**src/rtl/ula_ctrl_pkg.sv**
```systemverilog
// Shared encodings for the multicycle MIPS-subset control unit.
// States, ALU ops, opcode/funct values and datapath mux codes.
package ula_ctrl_pkg;

  localparam int st_w = 4;

  typedef enum logic [st_w-1:0] {
    st_reset     = 4'd0,
    st_fetch     = 4'd1,
    st_fetch_wb  = 4'd2,
    st_decode    = 4'd3,
    st_r_exec    = 4'd4,
    st_r_wb      = 4'd5,
    st_addi_exec = 4'd6,
    st_addi_wb   = 4'd7,
    st_mem_addr  = 4'd8,
    st_lw_read   = 4'd9,
    st_lw_wb     = 4'd10,
    st_sw_write  = 4'd11,
    st_beq       = 4'd12,
    st_jump      = 4'd13,
    st_illegal   = 4'd14
  } state_t;

  localparam logic [2:0] alu_pass = 3'b000;
  localparam logic [2:0] alu_add  = 3'b001;
  localparam logic [2:0] alu_sub  = 3'b010;
  localparam logic [2:0] alu_and  = 3'b011;

  localparam logic [5:0] op_rtype = 6'h00;
  localparam logic [5:0] op_addi  = 6'h08;
  localparam logic [5:0] op_lw    = 6'h23;
  localparam logic [5:0] op_sw    = 6'h2b;
  localparam logic [5:0] op_beq   = 6'h04;
  localparam logic [5:0] op_j     = 6'h02;

  localparam logic [5:0] fn_add = 6'h20;
  localparam logic [5:0] fn_sub = 6'h22;
  localparam logic [5:0] fn_and = 6'h24;

  localparam logic       a_pc  = 1'b0;
  localparam logic       a_reg = 1'b1;

  localparam logic [1:0] b_reg    = 2'd0;
  localparam logic [1:0] b_four   = 2'd1;
  localparam logic [1:0] b_imm    = 2'd2;
  localparam logic [1:0] b_imm_sh = 2'd3;

  localparam logic [1:0] pcs_alu    = 2'd0;
  localparam logic [1:0] pcs_aluout = 2'd1;
  localparam logic [1:0] pcs_jump   = 2'd2;

  function automatic logic funct_ok(
    input logic [5:0] fn
  );
    return (fn == fn_add) ||
           (fn == fn_sub) ||
           (fn == fn_and);
  endfunction

  function automatic logic [2:0] funct_op(
    input logic [5:0] fn
  );
    logic [2:0] op;
    op = alu_add;
    if (fn == fn_sub) op = alu_sub;
    if (fn == fn_and) op = alu_and;
    return op;
  endfunction

endpackage

```
**src/rtl/ula_seq_ctrl_if.sv**
```systemverilog
// Control-to-datapath bundle: IR fields and zero flag in,
// mux selects and write enables out.
interface ula_seq_ctrl_if #(
  parameter int ST_W = 4
);
  logic [5:0]      opcode;
  logic [5:0]      funct;
  logic            zero;
  logic            ula_a_sel;
  logic [1:0]      ula_b_sel;
  logic [2:0]      ula_op;
  logic            pc_write;
  logic            pc_write_cond;
  logic [1:0]      pc_src;
  logic            ir_write;
  logic            ab_write;
  logic            aluout_write;
  logic            mem_read;
  logic            mem_write;
  logic            iord;
  logic            mdr_write;
  logic            reg_write;
  logic            reg_dst;
  logic            mem_to_reg;
  logic            illegal_op;
  logic [ST_W-1:0] state_out;

  modport master (
    input  opcode, funct, zero,
    output ula_a_sel, ula_b_sel, ula_op,
    output pc_write, pc_write_cond, pc_src,
    output ir_write, ab_write, aluout_write,
    output mem_read, mem_write, iord,
    output mdr_write, reg_write, reg_dst,
    output mem_to_reg, illegal_op, state_out
  );

  modport slave (
    output opcode, funct, zero,
    input  ula_a_sel, ula_b_sel, ula_op,
    input  pc_write, pc_write_cond, pc_src,
    input  ir_write, ab_write, aluout_write,
    input  mem_read, mem_write, iord,
    input  mdr_write, reg_write, reg_dst,
    input  mem_to_reg, illegal_op, state_out
  );
endinterface

```
**src/rtl/ctrl_wait_cnt.sv**
```systemverilog
// Memory wait counter: counts cycles spent in one state,
// done when the access has been held for MEM_WAIT cycles.
module ctrl_wait_cnt #(
  parameter int MEM_WAIT = 1
) (
  input  logic clk,
  input  logic reset,
  input  logic clr,
  output logic done
);

  logic [3:0] cnt;

  always_ff @(posedge clk) begin
    if (reset || clr) cnt <= 4'd0;
    else              cnt <= cnt + 4'd1;
  end

  assign done = (cnt == 4'(MEM_WAIT - 1));

endmodule

```
**src/rtl/ula_seq_ctrl.sv**
```systemverilog
// Multicycle Moore control FSM for the MIPS-subset datapath:
// fetch, decode and per-class execute/writeback states.
module ula_seq_ctrl
  import ula_ctrl_pkg::*;
#(
  parameter int MEM_WAIT = 1,
  parameter int ST_W     = 4
) (
  input logic           clk,
  input logic           reset,
  ula_seq_ctrl_if.master bus
);

  state_t state_q;
  state_t state_d;
  logic   done;

  ctrl_wait_cnt #(
    .MEM_WAIT(MEM_WAIT)
  ) u_wait (
    .clk  (clk),
    .reset(reset),
    .clr  (state_d != state_q),
    .done (done)
  );

  always_ff @(posedge clk) begin
    if (reset) state_q <= st_reset;
    else       state_q <= state_d;
  end

  always_comb begin
    state_d = st_fetch;
    case (state_q)
      st_reset:     state_d = st_fetch;
      st_fetch:     state_d = done ? st_fetch_wb : st_fetch;
      st_fetch_wb:  state_d = st_decode;
      st_decode: begin
        unique case (1'b1)
          bus.opcode == op_rtype:
            state_d = funct_ok(bus.funct) ? st_r_exec : st_illegal;
          bus.opcode == op_addi:
            state_d = st_addi_exec;
          bus.opcode == op_lw,
          bus.opcode == op_sw:
            state_d = st_mem_addr;
          bus.opcode == op_beq:
            state_d = st_beq;
          bus.opcode == op_j:
            state_d = st_jump;
          default:
            state_d = st_illegal;
        endcase
      end
      st_r_exec:    state_d = st_r_wb;
      st_addi_exec: state_d = st_addi_wb;
      st_mem_addr:
        state_d = (bus.opcode == op_sw) ? st_sw_write : st_lw_read;
      st_lw_read:   state_d = done ? st_lw_wb : st_lw_read;
      st_sw_write:  state_d = done ? st_fetch : st_sw_write;
      default:      state_d = st_fetch;
    endcase
  end

  always_comb begin
    bus.ula_a_sel     = a_pc;
    bus.ula_b_sel     = b_reg;
    bus.ula_op        = alu_pass;
    bus.pc_write      = 1'b0;
    bus.pc_write_cond = 1'b0;
    bus.pc_src        = pcs_alu;
    bus.ir_write      = 1'b0;
    bus.ab_write      = 1'b0;
    bus.aluout_write  = 1'b0;
    bus.mem_read      = 1'b0;
    bus.mem_write     = 1'b0;
    bus.iord          = 1'b0;
    bus.mdr_write     = 1'b0;
    bus.reg_write     = 1'b0;
    bus.reg_dst       = 1'b0;
    bus.mem_to_reg    = 1'b0;
    bus.illegal_op    = 1'b0;
    case (state_q)
      st_fetch: begin
        bus.mem_read = 1'b1;
      end
      st_fetch_wb: begin
        bus.ir_write  = 1'b1;
        bus.ula_b_sel = b_four;
        bus.ula_op    = alu_add;
        bus.pc_write  = 1'b1;
      end
      // branch target precomputed into ALUOut
      st_decode: begin
        bus.ab_write     = 1'b1;
        bus.ula_b_sel    = b_imm_sh;
        bus.ula_op       = alu_add;
        bus.aluout_write = 1'b1;
      end
      st_r_exec: begin
        bus.ula_a_sel    = a_reg;
        bus.ula_op       = funct_op(bus.funct);
        bus.aluout_write = 1'b1;
      end
      st_r_wb: begin
        bus.reg_write = 1'b1;
        bus.reg_dst   = 1'b1;
      end
      st_addi_exec, st_mem_addr: begin
        bus.ula_a_sel    = a_reg;
        bus.ula_b_sel    = b_imm;
        bus.ula_op       = alu_add;
        bus.aluout_write = 1'b1;
      end
      st_addi_wb: begin
        bus.reg_write = 1'b1;
      end
      st_lw_read: begin
        bus.mem_read  = 1'b1;
        bus.iord      = 1'b1;
        bus.mdr_write = done;
      end
      st_lw_wb: begin
        bus.reg_write  = 1'b1;
        bus.mem_to_reg = 1'b1;
      end
      st_sw_write: begin
        bus.mem_write = 1'b1;
        bus.iord      = 1'b1;
      end
      st_beq: begin
        bus.ula_a_sel     = a_reg;
        bus.ula_op        = alu_sub;
        bus.pc_write_cond = 1'b1;
        bus.pc_src        = pcs_aluout;
      end
      st_jump: begin
        bus.pc_write = 1'b1;
        bus.pc_src   = pcs_jump;
      end
      st_illegal: begin
        bus.illegal_op = 1'b1;
      end
      default: ;
    endcase
  end

  assign bus.state_out = ST_W'(state_q);

endmodule

```
**src/flat_wrapper.sv**
```systemverilog
// flat-port wrapper written by rule: the top's interface ports become plain ports
module ula_seq_ctrl_flat import ula_ctrl_pkg::*;
#(
  parameter int MEM_WAIT = 1,
  parameter int ST_W     = 4
)
  (clk, reset, bus_opcode, bus_funct, bus_zero, bus_ula_a_sel, bus_ula_b_sel, bus_ula_op, bus_pc_write, bus_pc_write_cond, bus_pc_src, bus_ir_write, bus_ab_write, bus_aluout_write, bus_mem_read, bus_mem_write, bus_iord, bus_mdr_write, bus_reg_write, bus_reg_dst, bus_mem_to_reg, bus_illegal_op, bus_state_out);
  ula_seq_ctrl_if #(.ST_W(ST_W)) bus_i ();
  input logic clk;
  input logic reset;
  input wire logic [$bits(bus_i.opcode)-1:0] bus_opcode;
  input wire logic [$bits(bus_i.funct)-1:0] bus_funct;
  input wire logic [$bits(bus_i.zero)-1:0] bus_zero;
  output wire logic [$bits(bus_i.ula_a_sel)-1:0] bus_ula_a_sel;
  output wire logic [$bits(bus_i.ula_b_sel)-1:0] bus_ula_b_sel;
  output wire logic [$bits(bus_i.ula_op)-1:0] bus_ula_op;
  output wire logic [$bits(bus_i.pc_write)-1:0] bus_pc_write;
  output wire logic [$bits(bus_i.pc_write_cond)-1:0] bus_pc_write_cond;
  output wire logic [$bits(bus_i.pc_src)-1:0] bus_pc_src;
  output wire logic [$bits(bus_i.ir_write)-1:0] bus_ir_write;
  output wire logic [$bits(bus_i.ab_write)-1:0] bus_ab_write;
  output wire logic [$bits(bus_i.aluout_write)-1:0] bus_aluout_write;
  output wire logic [$bits(bus_i.mem_read)-1:0] bus_mem_read;
  output wire logic [$bits(bus_i.mem_write)-1:0] bus_mem_write;
  output wire logic [$bits(bus_i.iord)-1:0] bus_iord;
  output wire logic [$bits(bus_i.mdr_write)-1:0] bus_mdr_write;
  output wire logic [$bits(bus_i.reg_write)-1:0] bus_reg_write;
  output wire logic [$bits(bus_i.reg_dst)-1:0] bus_reg_dst;
  output wire logic [$bits(bus_i.mem_to_reg)-1:0] bus_mem_to_reg;
  output wire logic [$bits(bus_i.illegal_op)-1:0] bus_illegal_op;
  output wire logic [$bits(bus_i.state_out)-1:0] bus_state_out;
  assign bus_i.opcode = bus_opcode;
  assign bus_i.funct = bus_funct;
  assign bus_i.zero = bus_zero;
  assign bus_ula_a_sel = bus_i.ula_a_sel;
  assign bus_ula_b_sel = bus_i.ula_b_sel;
  assign bus_ula_op = bus_i.ula_op;
  assign bus_pc_write = bus_i.pc_write;
  assign bus_pc_write_cond = bus_i.pc_write_cond;
  assign bus_pc_src = bus_i.pc_src;
  assign bus_ir_write = bus_i.ir_write;
  assign bus_ab_write = bus_i.ab_write;
  assign bus_aluout_write = bus_i.aluout_write;
  assign bus_mem_read = bus_i.mem_read;
  assign bus_mem_write = bus_i.mem_write;
  assign bus_iord = bus_i.iord;
  assign bus_mdr_write = bus_i.mdr_write;
  assign bus_reg_write = bus_i.reg_write;
  assign bus_reg_dst = bus_i.reg_dst;
  assign bus_mem_to_reg = bus_i.mem_to_reg;
  assign bus_illegal_op = bus_i.illegal_op;
  assign bus_state_out = bus_i.state_out;
  ula_seq_ctrl #(.MEM_WAIT(MEM_WAIT), .ST_W(ST_W)) u_core (.clk(clk), .reset(reset), .bus(bus_i));
endmodule
```
**config.mk**
```make
export PLATFORM = sky130hd
export DESIGN_NAME = ula_seq_ctrl_flat
export DESIGN_NICKNAME = d
export VERILOG_FILES = /design/src/rtl/ula_ctrl_pkg.sv /design/src/rtl/ula_seq_ctrl_if.sv /design/src/rtl/ctrl_wait_cnt.sv /design/src/rtl/ula_seq_ctrl.sv /design/src/flat_wrapper.sv
export SDC_FILE = /design/constraint.sdc
export NUM_CORES = 1
export LEC_CHECK = 0
export ABC_AREA = 1
export CAP_MARGIN = 20
export CORE_MARGIN = 4
export CORE_UTILIZATION = 38
export CTS_CLUSTER_DIAMETER = 150
export DETAILED_ROUTE_END_ITERATION = 10
export GPL_ROUTABILITY_DRIVEN = 0
export GPL_TIMING_DRIVEN = 0
export HOLD_SLACK_MARGIN = 0.1
export PLACE_DENSITY = 0.9
export SLEW_MARGIN = 15
export SYNTH_ARGS = -nofsm -noshare
export SYNTH_HDL_FRONTEND = slang
export SYNTH_SLANG_ARGS = --single-unit
```
**constraint.sdc**
```tcl
create_clock -name clk -period 1.7 [get_ports clk]
set_input_delay 0.425 -clock clk [delete_from_list [all_inputs] [get_ports clk]]
set_output_delay 0.425 -clock clk [all_outputs]
set_load 0.01 [all_outputs]
```
==> results of run 1 <==
critical path: stages (launching register included):
cell     delay, ps
dfxtp_4        410
nor2_4          60
inv_2          100
nor2_2          50
a21oi_2        140
nand2_1        100
inv_1          100
nand3_1         80
buf_2          150
registers in the layout (all words and copies together) (netlist names):
| name | flops |
|---|---|
| u_core.u_wait.cnt | 4 |
| u_core.bus.state_out | 4 |
path summary, 6_finish.rpt:
kind,start,to,slack [ps],cells past startpoint
worst max-delay path,u_core.bus.state_out[0]$_SDFF_PP0_,bus_ula_op[0],-180,8
worst max register to register,u_core.bus.state_out[2]$_SDFF_PP0_,u_core.bus.state_out[1]$_SDFF_PP0_,30,7
worst min register to register,u_core.u_wait.cnt[3]$_SDFF_PP0_,u_core.u_wait.cnt[3]$_SDFF_PP0_,560,2
worst min-delay path,u_core.u_wait.cnt[3]$_SDFF_PP0_,u_core.u_wait.cnt[3]$_SDFF_PP0_,560,2
power by group through the flow:
stage	registers (µW)	logic (µW)	clock network, µW
finish	235	443	155
global route	235	464	172
floorplan	225	149	0
detailed placement	225	308	0
global placement	224	299	0
CTS	227	322	145
layout make-up:
cell class | instances | area, µm² | share of cell area, %
plain buffers | 2 | 15.0 | 1.02
clock buffers | 3 | 22.5 | 1.53
inverters | 29 | 119 | 8.07
multi-input cells | 93 | 594 | 40.4
flip-flops and latches | 8 | 178 | 12.1
well taps | 25 | 31.3 | 2.12
repair buffers | 67 | 513 | 34.8
synth_stat cells:
cell type	number	area, µm²
o2111ai_1	1	8.76
nor2_2	3	18.8
buf_4	2	15.0
nor3_1	3	15.0
nand4_2	1	12.5
a21oi_1	6	30.0
nor4_1	1	6.26
o211ai_1	1	7.51
a22oi_1	1	7.51
inv_1	28	105
xnor2_1	1	8.76
ha_1	2	25.0
dfxtp_1	8	160
o21ai_1	1	5.00
nand2_1	17	63.8
nor2_4	1	11.3
o22ai_1	1	6.26
conb_1	1	3.75
inv_2	1	3.75
nor2_1	34	128
o21ai_0	3	15.0
xor2_1	1	8.76
nand3_1	7	35.0
nand2_2	4	25.0
nand4_1	3	18.8
stage by stage:
| step | util, % | instances | setup slack (ps) | area, µm² | total power (µW) |
|---|---|---|---|---|---|
| after floorplan | - | 132 | 31.5 | 744 | 375 |
| after global placement | 64.3 | 194 | -668 | 1150 | 523 |
| after detailed placement | 64.3 | 194 | -668 | 1150 | 533 |
| after CTS | 72.8 | 214 | -81.0 | 1300 | 693 |
| after global routing | 82.6 | 227 | -209 | 1470 | 871 |
| final | 82.6 | 227 | -175 | 1470 | 833 |
metal layers:
metal / global-route usage, % / vias to the layer above / wire [µm]
met1: 25.2 / 578 / 1490
met4: 14.9 / 0 / 223
li1: - / 549 / -
met5: 0 / - / 0
met2: 43.3 / 133 / 1880
met3: 3.99 / 26 / 483
cells by family (layout without fill, tap and decap cells):
group,Yosys count,in the layout,synth area share [%]
buf+inv,31,101,16.6
xor+xnor,2,2,2.35
flops,8,8,21.5
simple gates,74,74,44.9
compound gates,14,14,10.8
fa+ha+maj,2,2,3.36
other cells,1,1,0.504
timing repair:
item                       CTS  global route
setup endpoints to repair   22            25
pin swaps                   15            20
buffers inserted            17            13
resized for setup           87            69
==> results.toml, run 1 <==
[run_status]
status = "finished with violations"
violations = "setup timing"

[worst_setup_path]
crit_type = "flop to output port"
arrival_ps = 1450
cp-start-kind = "flop"
crit_path_end_kind = "output port"
worstPathRequired_ps = 1270
critPathMaxFanout = 6

[floorplanning]
placementRows = 15
pin_count = 40
die_h_um = 52.3
die_area_mm2 = 0.00273
core_mm2 = 0.00178
start_util_pct = 41.8
die_w_um = 52.3

[global_route]
grt_usage_pct = 23.8
grt_pass1_wl_um = 4890
antenna_found_initial = 0
grt_max_degree = 8
grt_pass1_vias = 1144
overflow = 0

[synth]
synth_seq_cells = 8
synth_cell_type_count = 25
syn_nets = 149
netlist_area_um2 = 744
ys_warn_count = 0
syn_inst = 132
avgSynthCellArea_um2 = 5.64
ys_seq_area_share_pct = 21.5

[cts]
tritoncts = "yes"
cts_max_path_buffers = 2
cts-hold-fix-buffers = 0
clock_sinks = 8
cts-root-buf = "clkbuf_4"
path_clk_slew_ps = 60
clk_latency_ps = 260
htreeDepth = 1
cts_made_buffers = 3

[route]
drcViolationCount = 0
drtIter0Drc = 84
wl_per_cell_um = 18.0
num_vias = 1286
vias_per_cell = 5.67
routed_wl_um = 4080
drt_pass1_iterations = 5
ant_nets = 0

[sta]
max_freq_mhz = 533
drv_slew = 0
hold_viol = 0
fin_crit_sh_pct = 110
period_minus_slack_ps = 1880
setup_viol = 10
finClkSkew_ps = 4.78
relSlewSlack_pct = 62.6
holdWs_ps = 557
grt_setup_unrepaired = "yes"
worst_slew_pin_slew_ps = 555
fin_ws_ps = -175
setup_tns_ps = -662

[power_and_ir_drop]
irDropWorstVdd_uv = 402
clock_power_share_pct = 18.7
p_int_uw = 477
powerDensity_mw_per_mm2 = 566
power.share.combinational_pct = 53.2
p_leak_uw = 0.000802
power.switching_uw = 356
netSwitchingFraction_pct = 42.7
seqPwrFrac_pct = 28.2

[finish]
fin_nets = 221
final_cell_mix = "buf_4, inv_1, nor2_1"
fillCellCount = 90
antennaDiodeCount = 0
area_delta_synth_final_pct = 97.8
layout_commonest_cell = "buf_4"
layout-drive-gt1-share_pct = 54.0

[hold_path]
hold_class = "flop to flop"

[placed_design]
hpwl_um = 1830
portBuffers = 37

[run]
drv_cap = 0
No activity file was read; power rests on OpenSTA's default activity.
==> run 2, diff against run 1 <==
- CORE_UTILIZATION: 38 -> 39
- PLACE_DENSITY: 0.9 -> 0.91
- SYNTH_HIERARCHICAL: unset -> 1
==> run 2 against run 1 <==
Combinational power increased to 3.3 times the previous value. Hold slack got worse by 3.6 ps. Final area increased by 3.9%. Routed wire length decreased by 6.4%. Via count decreased by 1.2%. The flow still finishes with violations (setup timing). Core utilization increased by 2.3 points. Critical endpoint is now u_core/u_wait/cnt[1]$_SDFF_PP0_.
==> results.toml, run 2 <==
[run_status]
status = "finished with violations"
violations = "setup timing"

[power_and_ir_drop]
power.switching_uw = 1040
seqPwrFrac_pct = 18.6
p_leak_uw = 0.000834
power.share.combinational_pct = 73.9
irDropWorstVdd_uv = 914
clock_power_share_pct = 7.5
p_total_uw = 1980
powerDensity_mw_per_mm2 = 1300
p_int_uw = 940
netSwitchingFraction_pct = 52.6

[sta]
drv_slew = 0
hold_viol = 0
fin_crit_sh_pct = 114
grt_setup_unrepaired = "yes"
fin_ws_ps = -235
period_minus_slack_ps = 1940
finClkSkew_ps = 7.61
setup_viol = 12
max_freq_mhz = 517

[route]
vias_per_cell = 5.45
drcViolationCount = 0
routed_wl_um = 3820
ant_nets = 0
wl_per_cell_um = 16.4
drtIter0Drc = 32
drt_pass1_iterations = 5
num_vias = 1271

[worst_setup_path]
critPathMaxFanout = 6
worstPathRequired_ps = 1890
cp-start-kind = "flop"
arrival_ps = 2120
regToRegStartpoint = "u_core/bus.state_out[3]$_SDFF_PP0_"
crit_path_end_kind = "flop"
r2r_setup_slack_ps = -240
reg2reg_to = "u_core/u_wait/cnt[1]$_SDFF_PP0_"
reg2regPathDepth = 11
crit_type = "flop to flop"
critPathLaunch = "u_core/bus.state_out[3]$_SDFF_PP0_"

[hold_path]
whs_path_depth = 2
min_from = "u_core/u_wait/cnt[0]$_SDFF_PP0_"
hold_path_end = "u_core/u_wait/cnt[0]$_SDFF_PP0_"
hold_class = "flop to flop"

[cts]
cts-hold-fix-buffers = 0
htreeDepth = 1
path_clk_slew_ps = 60
tritoncts = "yes"
cts-root-buf = "clkbuf_4"
cts_max_path_buffers = 2
clock_sinks = 8
clk_latency_ps = 260
cts_made_buffers = 3

[synth]
yosysMostFrequentCell = "nor2_1"
synth_ff_type = "dfxtp_1"
postSynth.asyncResetShare_pct = 0
netlist_area_um2 = 769
synth_seq_cells = 8
synth_edf_count = 0
synth_cell_type_count = 23
synth_top_cell_by_area = "dfxtp_1"
ys_top_cells_by_area = "dfxtp_1, nor2_1, inv_1"
synth_top_area_share_pct = 20.8
ys_warn_count = 6
syn_nets = 156
avgSynthCellArea_um2 = 5.54
syn_inst = 139
yosys-top-cells-count = "nor2_1, inv_1, nand2_1"
ys_seq_area_share_pct = 20.8

[finish]
area_delta_synth_final_pct = 98.9
layout_commonest_cell = "buf_4"
fin_nets = 227
layout-drive-gt1-share_pct = 52.9
final_cell_mix = "buf_4, nor2_1, nand2_1, inv_1, clkbuf_2"
final_util_pct = 84.9
final_area_mm2 = 0.00153
antennaDiodeCount = 0

[floorplanning]
placementRows = 15
die_area_mm2 = 0.00275
die_h_um = 52.4
core_mm2 = 0.00180
die_w_um = 52.4
start_util_pct = 42.7
pin_count = 40

[global_route]
grt_max_degree = 8
grt_pass1_vias = 1098
antenna_found_initial = 0
grt_usage_pct = 21.3
overflow = 0
grt_pass1_wl_um = 4550

[placed_design]
hpwl_um = 1860
postPlaceCellArea_mm2 = 0.00117
portBuffers = 37

[run]
drv_cap = 0
[run 2: cell count changes after synthesis, moves of 3 or more]
cell     previous run  this run
nand2_2             4         0
nand3_1             7        10
nand2_1            17        27
o22ai_1             1         4
[run 2: worst max-delay path by stage]
stage | end | slack (ps) | depth (start not counted)
after CTS | bus_ula_a_sel | -210 | 7
after global routing | u_core/u_wait/cnt[1]$_SDFF_PP0_ | -300 | 11
after detailed placement | bus_ula_op[1] | -790 | 6
final | u_core/u_wait/cnt[1]$_SDFF_PP0_ | -240 | 11
after global placement | bus_ula_op[1] | -780 | 6
after floorplan | u_core/u_wait/cnt[2]$_SDFF_PP0_ | 40 | 11
[run 2: power by group through the flow]
stage               combinational (µW)  sequential (µW)  clock, µW
CTS                               1080              348        146
global placement                   956              313          0
finish                            1470              368        149
detailed placement                 986              320          0
global route                      1550              374        165
floorplan                          556              312          0
[run 2: worst max-delay path, cell delays in order (launching register included)]
cell,delay [ps]
dfxtp_4,440
nor2_4,70
buf_4,140
buf_4,130
a21oi_2,180
nand2_1,130
nand3_1,120
nand3_1,80
nor2_1,130
nand2_1,70
or2_4,280
nor2_2,100
[run 2: area by class of cell]
type	count	area (µm²)
Inverter	29	119
Fill cell	102	272
Clock buffer	3	22.5
Timing Repair Buffer	66	504
Sequential cell	8	180
Tap cell	25	31.3
Buffer	2	18.8
Multi-Input combinational cell	100	654
[run 2: cells by family after synthesis]
logic type / share of synthesized area, %
compound gates: 12.4
xor+xnor: 1.14
fa+ha+maj: 3.25
buf+inv: 16.1
flops: 20.8
other cells: 0.487
simple gates: 45.9
[run 2: what timing repair did]
action,CTS,global route
gates resized for setup,92,81
pin swaps,14,23
endpoints found under the setup margin,27,24
buffers inserted,19,12
[run 2: per-layer routing]
metal,part of all wire (%),up-vias,track usage [%]
met5,0,-,0
met1,40,593,22.3
li1,-,583,-
met3,6.5,20,2.85
met4,4.2,0,3.40
met2,50,75,44.0
[run 2: metrics by stage]
stage	hold slack, ps	TNS, ps	cells	setup WS [ps]
after floorplan	441	0	139	40.4
after global placement	457	-5830	201	-785
after detailed placement	483	-6890	201	-791
after CTS	517	-774	221	-207
after global routing	578	-2240	233	-303
final	553	-1460	233	-235
==> run 3, diff against run 2 <==
- CORE_ASPECT_RATIO: unset -> 1.4
- CORE_UTILIZATION: 39 -> 35
- PLACE_DENSITY: 0.91 -> 0.87
- clock period: 1.7 -> 1.6 ns (I/O delays scaled with it)
==> run 3 against run 2 <==
The flow still finishes with violations (setup timing). Sequential power grew 4%. Largest cell class unchanged. Combinational power grew 39%. Final area grew 7.1%.
==> results.toml, run 3 (synthesized netlist as in run 2, its figures left out) <==
[cts]
htreeDepth = 1
tritoncts = "yes"
clock_sinks = 8
cts-root-buf = "clkbuf_4"
path_clk_slew_ps = 50
cts_made_buffers = 3
clk_latency_ps = 250
cts_max_path_buffers = 2

[worst_setup_path]
cpMostUsedCell = "nand2_4"
reg2reg_to = "u_core/u_wait/cnt[2]$_SDFF_PP0_"
worstPathRequired_ps = 1790
crit_type = "flop to flop"
cp-start-kind = "flop"
critPathMaxFanout = 5
reg2regPathDepth = 14
cp_cell_sequence = "buf_6 > nand2_4 > inv_6 > nand2_8 > nand2_4 > nor2_4 > buf_6 > nand2_4 > nand3_2 > nand3_2 > nor2_2 > nand2_1 > or2_4 > nor2_2"
slowest_delay_ps = 370
regToRegStartpoint = "u_core/bus.state_out[0]$_SDFF_PP0_"
slowest_stage = "dfxtp_4"
crit_path_end_kind = "flop"
arrival_ps = 2060
r2r_setup_slack_ps = -270

[global_route]
grt_pass1_wl_um = 5290
grt_usage_pct = 23.2
grt_pass1_vias = 1215
antenna_found_initial = 0
overflow = 0
grt_max_degree = 7

[sta]
setup_viol = 21
drv_slew = 0
finClkSkew_ps = 1.30
period_minus_slack_ps = 1870
fin_ws_ps = -269
fin_crit_sh_pct = 117
hold_viol = 0
grt_setup_unrepaired = "yes"
max_freq_mhz = 535

[finish]
fin_nets = 232
final_cells = 234
layout-drive-gt1-share_pct = 60.1
layout_commonest_cell = "buf_4"
final_cell_mix = "buf_4, buf_6, inv_1"
antennaDiodeCount = 0
area_delta_synth_final_pct = 113

[route]
drt_pass1_iterations = 5
drtIter0Drc = 103
vias_per_cell = 5.82
ant_nets = 0
num_vias = 1363
routed_wl_um = 4780
wl_per_cell_um = 20.4
drcViolationCount = 0

[power_and_ir_drop]
p_leak_uw = 0.000941
p_total_uw = 2580
powerDensity_mw_per_mm2 = 1570
irDropWorstVdd_uv = 1330

[run_status]
status = "finished with violations"
violations = "setup timing"

[floorplanning]
die_area_mm2 = 0.00302
die_h_um = 63.5
placementRows = 19
die_w_um = 47.6
core_mm2 = 0.00202
pin_count = 40
start_util_pct = 38.1

[placed_design]
portBuffers = 37
placed_cells = 197
hpwl_um = 1840

[hold_path]
hold_path_end = "u_core/u_wait/cnt[0]$_SDFF_PP0_"
hold_class = "flop to flop"
whs_path_depth = 2
min_from = "u_core/u_wait/cnt[0]$_SDFF_PP0_"

[run]
drv_cap = 0
run 3: how the worst max path moves through the flow:
stage	startpoint	to
floorplan	u_core/u_wait/cnt[0]$_SDFF_PP0_	u_core/u_wait/cnt[2]$_SDFF_PP0_
global placement	bus_funct[5]	bus_ula_op[1]
detailed placement	bus_funct[5]	bus_ula_op[1]
CTS	u_core/bus.state_out[3]$_SDFF_PP0_	bus_ula_a_sel
global route	bus_funct[4]	bus_ula_op[1]
finish	u_core/bus.state_out[0]$_SDFF_PP0_	u_core/u_wait/cnt[2]$_SDFF_PP0_
run 3: per-stage QoR:
stage	hold slack, ps	util [%]	worst slack [ps]	cell area (µm²)	TNS, ps
finish	557	81.1	-269	1640	-3270
global route	560	81.1	-413	1640	-4540
CTS	525	71.5	-192	1440	-1190
detailed placement	476	58.1	-861	1170	-7590
global placement	456	58.1	-833	1170	-6670
floorplan	441	-	22.2	778	0
run 3: cell type report:
| cell class | count | area, µm² |
|---|---|---|
| buffer | 2 | 18.8 |
| tap | 21 | 26.3 |
| fill | 131 | 382 |
| multi-input combinational | 100 | 703 |
| inverter | 29 | 124 |
| sequential | 8 | 178 |
| timing repair buffer | 71 | 567 |
| clock buffer | 3 | 22.5 |
run 3: critical path: cells and delay by family (launching register included):
family,cells,cell delay (ps)
buf+inv,3,300
flops,1,370
simple gates,11,1150
run 3: what timing repair did:
action / CTS / global route
pin swaps: 31 / 25
setup buffers: 27 / 10
hold buffers: 0 / 0
gates resized for setup: 144 / 64
cloned: 0 / 0
endpoints found under the setup margin: 27 / 27
run 3: report_power, final:
part | total, µW | switching (µW) | internal, µW | leakage [µW]
sequential | 382 | 110 | 272 | 0.0000688
clock | 157 | 70.8 | 86.0 | 0.0000138
combinational | 2040 | 1150 | 892 | 0.000858
run 3: routing by layer:
layer	up-vias	track usage (%)	part of all wire, %
li1	584	-	-
met1	632	22.7	34
met2	115	45.5	50
met3	32	1.99	11
met4	0	7.74	5.8
met5	-	0	0
